[config.mk]
export PLATFORM = sky130hd
export DESIGN_NAME = io_port_bridge
export DESIGN_NICKNAME = d
export VERILOG_FILES = /design/src/rtl/io_port_bridge.sv
export SDC_FILE = /design/constraint.sdc
export NUM_CORES = 1
export LEC_CHECK = 0
export BUFFER_PORTS_ARGS = -buffer_cell sky130_fd_sc_hd__buf_2
export CAP_MARGIN = 5
export CORE_MARGIN = 4
export CORE_UTILIZATION = 55
export DETAILED_ROUTE_END_ITERATION = 10
export PLACE_DENSITY = 0.88
export RECOVER_POWER = 100
export SKIP_CTS_REPAIR_TIMING = 1
export SYNTH_ARGS = -nofsm -noshare
export SYNTH_HDL_FRONTEND = slang
export SYNTH_SLANG_ARGS = --single-unit
[constraint.sdc]
create_clock -name clk -period 3 [get_ports clk]
set_input_delay 0.9 -clock clk [delete_from_list [all_inputs] [get_ports clk]]
set_output_delay 0.9 -clock clk [all_outputs]
set_load 0.01 [all_outputs]
[src/rtl/io_port_bridge.sv]
// io_port_bridge: write FIFO from the execute-stage OUT strobe to a peripheral
// valid/ready port, plus peripheral-written input registers read by the CPU.
// Optional interrupt/ack feature enabled by defining IO_BRIDGE_IRQ_EN.
module io_port_bridge #(
  parameter int unsigned DEPTH      = 4,
  parameter int unsigned IN_PORTS   = 4,
  parameter logic [7:0]  IRQ_ACK_ID = 8'hFF
) (
  input  logic                        clk,
  input  logic                        rst,
  input  logic                        io_strb,
  input  logic [7:0]                  port_id,
  input  logic [7:0]                  out_port,
  output logic [7:0]                  in_port,
  output logic                        fifo_full,
  output logic                        ovf,
  output logic                        per_valid,
  output logic [7:0]                  per_id,
  output logic [7:0]                  per_data,
  input  logic                        per_ready,
  input  logic                        per_in_we,
  input  logic [$clog2(IN_PORTS)-1:0] per_in_idx,
  input  logic [7:0]                  per_in_data,
  output logic                        irq
);

  localparam int unsigned PTR_W = $clog2(DEPTH);
  localparam int unsigned CNT_W = PTR_W + 1;
  localparam int unsigned IDX_W = $clog2(IN_PORTS);
  localparam int unsigned ENT_W = 16;

  logic [ENT_W-1:0] mem [DEPTH];
  logic [PTR_W-1:0] wr_ptr;
  logic [PTR_W-1:0] rd_ptr;
  logic [CNT_W-1:0] count;
  logic [CNT_W-1:0] count_nxt;
  logic [7:0]       in_reg [IN_PORTS];
  logic             ack_c;
  logic             push_c;
  logic             pop_c;
  logic             drop_c;

`ifdef IO_BRIDGE_IRQ_EN
  // Ack write is consumed here and never reaches the FIFO
  assign ack_c = io_strb & (port_id == IRQ_ACK_ID);
`else
  logic unused_ack_id;
  assign ack_c         = 1'b0;
  assign unused_ack_id = ^IRQ_ACK_ID;
`endif

  assign pop_c  = per_valid & per_ready;
  assign push_c = io_strb & ~ack_c & (~fifo_full | pop_c);
  assign drop_c = io_strb & ~ack_c & fifo_full & ~pop_c;

  // Head entry falls through directly from storage
  assign {per_id, per_data} = mem[rd_ptr];

  // Next occupancy from push/pop
  always_comb begin
    count_nxt = count;
    case ({push_c, pop_c})
      2'b10:   count_nxt = count + CNT_W'(1);
      2'b01:   count_nxt = count - CNT_W'(1);
      default: count_nxt = count;
    endcase
  end

  // FIFO storage, pointers, occupancy and status flags
  always_ff @(posedge clk or negedge rst) begin
    if (!rst) begin
      for (int i = 0; i < int'(DEPTH); i++) mem[i] <= '0;
      wr_ptr    <= '0;
      rd_ptr    <= '0;
      count     <= '0;
      per_valid <= 1'b0;
      fifo_full <= 1'b0;
      ovf       <= 1'b0;
    end else begin
      if (push_c) begin
        mem[wr_ptr] <= {port_id, out_port};
        wr_ptr      <= wr_ptr + PTR_W'(1);
      end
      if (pop_c) rd_ptr <= rd_ptr + PTR_W'(1);
      count     <= count_nxt;
      per_valid <= (count_nxt != '0);
      fifo_full <= (count_nxt == CNT_W'(DEPTH));
      if (drop_c) ovf <= 1'b1;
    end
  end

  // Peripheral-written input registers
  always_ff @(posedge clk or negedge rst) begin
    if (!rst) begin
      for (int i = 0; i < int'(IN_PORTS); i++) in_reg[i] <= 8'h00;
    end else if (per_in_we) begin
      in_reg[per_in_idx] <= per_in_data;
    end
  end

  // CPU read mux; out-of-range port IDs read as zero
  always_comb begin
    in_port = 8'h00;
    if (32'(port_id) < IN_PORTS) in_port = in_reg[port_id[IDX_W-1:0]];
  end

`ifdef IO_BRIDGE_IRQ_EN
  // Interrupt: set by any peripheral input write, cleared by ack; set wins
  always_ff @(posedge clk or negedge rst) begin
    if (!rst)           irq <= 1'b0;
    else if (per_in_we) irq <= 1'b1;
    else if (ack_c)     irq <= 1'b0;
  end
`else
  assign irq = 1'b0;
`endif

endmodule

==> impl_results.md <==
* Port Buffers at 57
* Worst path cell trace: clkbuf_4, mux4_1, and3_1, clkbuf_2
* DRT antenna net count at 0
* Initial DRC count at between 50 and 60
* Max reg flops at 64
* Routed WL per cell at 19.8 um
* Fin cells at about 470
* Yosys cell types at 33
* Total length of routed wires at around 9200 um
* Kind of critical path: input pin to output port
* Crit path time final at just under 3 ns
* Final Skew at approximately 0.014 ns
* DR vias/cell at 5.73
* Period utilization at 0.971
* Die X at approximately 100 um
* Die area at 0.0106 mm^2
* Dpl cells at 451
* Io pins at 59
* Proportion of layout cells with a drive suffix above 1 at 0.407
* Vias in the first global route at between 3000 and 4000
* Commonest non-fill, non-tap cell in the layout: dfrtp_1
* Final Hold Vio Count at 0
* Syn. warnings at 0
* Residual DRC count at 0
* Antenna violations before repair at 0
* Worst-Margin Slew at ~1.6 ns
* Worst endpoint data arrival time at approximately 2 ns
* VDD IR-drop max at roughly 320 uV
* Static Leak at 2.32 nW
* CTS sink count at 106
* Filler Cells Inserted at between 600 and 700
* Total gr overflow at 0
* PwrDens at around 950 mW/mm^2
* HP Class: flop to flop
* Most used DFF post-synth: dfrtp_1
* GRT Util Overall at 0.194
* Synth Instances at between 200 and 300
* Global placer's final weighted congestion at between 0.7 and 0.8
* Total Power at 5.09 mW
* Max-cap violations at 4
* Worst Path Max Fanout at 9
* Largest net degree at the start of global routing at 50
* Worst slew margin at -0.0985
* Endpoints failing setup at 0
* Final worst setup slack at roughly 0.088 ns
* Failing checks: capacitance limit, slew limit
* Die Span Y at 103 um
* Detailed-route via count at 2675
* Most frequent cells in the layout: dfrtp_1 (106), mux2_2 (64), buf_2 (27), clkbuf_1 (27), mux2_1 (26)
* Core ar. at between 0.008 and 0.009 mm^2
* Hpwl dp at 6660 um
* CTS max path bufs at 2
* Achievable Freq at about 340 MHz
* #FFs+latches synth at approximately 110
* # rows at 34
* H-tree levels at 3
* Synth async-reset ratio at 1.00
* Status: finished with violations
* Worst Setup Start Kind: input pin
* Number of flops mapped to enable cells by yosys at 0
* Mean Syn Cell Area at 17.2 um^2
* Worst stage delay on the critical path at approximately 0.56 ns
* Clock tree from TritonCTS: built
* Worst path required time at roughly 2.1 ns
* Nets at a little under 400
* Initial DRT Pass Iterations at 4
* Clock transition at the registers of the reported paths at 0.09 ns
* Setup WS pre-CTS at roughly 0.025 ns
* CTS Buf Count at 9
* Clock Root Buffer: clkbuf_8
* Unrepaired setup endpoints after global routing: no
* Crit end category: output port
* N_diodes at 0
* Syn Nets at about 330
* Final Max Tran Viols at about 70
* Layout Utilization at 0.609
* Sum of negative setup slack at 0 ns
* Cell Area, Synth at ~0.0050 mm^2
* Skew-Pair Late Insertion Delay at 0.37 ns
* Slowest cell on crit path: mux4_1
* Part of the Yosys area used for sequential elements at 0.534
* Initial Utilization at 0.567
* Area Growth Syn to Fin at 7.35%
* First-pass GRT wire length at around 15000 um
through the flow:
stage	hold slack (ns)	area, um^2
floorplan	0.470	4970
global placement	0.472	5370
detailed placement	0.482	5370
CTS	0.503	5550
global route	0.505	5340
finish	0.485	5340
power breakdown:
part | internal, mW | switching [mW]
Combinational | 1.11 | 0.798
Clock | 0.309 | 0.497
Sequential | 2.02 | 0.363
final timing paths:
check                                      start                  end  slack (ns)  cells past startpoint
min                              ovf$_DFFE_PN0P_      ovf$_DFFE_PN0P_        0.49                      1
max reg2reg                wr_ptr[1]$_DFFE_PN0P_  mem[33]$_DFFE_PN0P_        0.51                      5
max                                   port_id[0]           in_port[2]        0.09                      4
min in group asynchronous                    rst  mem[45]$_DFFE_PN0P_        0.74                      1
min reg2reg                      ovf$_DFFE_PN0P_      ovf$_DFFE_PN0P_        0.49                      1
max in group asynchronous                    rst  fifo_full$_DFF_PN0_        0.60                      2
cell usage after synthesis, types with 2 or more instances:
master,n,area share
buf_4,3,0.0045
nand3b_1,2,0.0030
mux4_2,18,0.082
dfrtp_1,106,0.53
mux2_4,40,0.12
buf_6,4,0.0091
a21o_1,2,0.0030
buf_2,2,0.0020
o21ai_0,2,0.0020
nand2_1,5,0.0038
and3_1,8,0.010
mux2_2,58,0.13
ha_1,5,0.013
mux4_1,6,0.032
nor2_4,4,0.0091
xnor2_1,5,0.0088
nor3b_1,2,0.0030
inv_1,2,0.0015
routing by layer:
layer  global-route usage  vias to the layer above  part of all wire
met3               0.0589                        6             0.042
met2                0.334                       51              0.53
met1                0.243                     1407              0.42
li1                     -                     1211                 -
met4               0.0458                        0            0.0083
met5                    0                        -                 0
cells by family after synthesis:
family,Yosys count,share of synthesized area
xor gates and xnor gates,6,0.0106
AOI/OAI and AO/OA,6,0.0106
other,1,0.000755
and+or+nand+nor,29,0.0415
adders and majority gates,6,0.0166
muxes,122,0.366
buffers and inverters,13,0.0206
DFF,106,0.534
final cells by class:
class,count,area (um^2),area share
inverter,2,7.51,0.00141
clock buffer,9,124,0.0232
clock inverter,7,53.8,0.0101
multi-input combinational,170,2050,0.385
tap,108,135,0.0253
timing repair buffer,65,309,0.0579
sequential,106,2650,0.497
worst max-delay path, delay by kind of cell:
family / cells / cell delay [ns]
AND/OR/NAND/NOR: 1 / 0.21
buffers and inverters: 2 / 0.34
multiplexers: 1 / 0.56
Note: power is estimated with default switching activity, not from simulation.
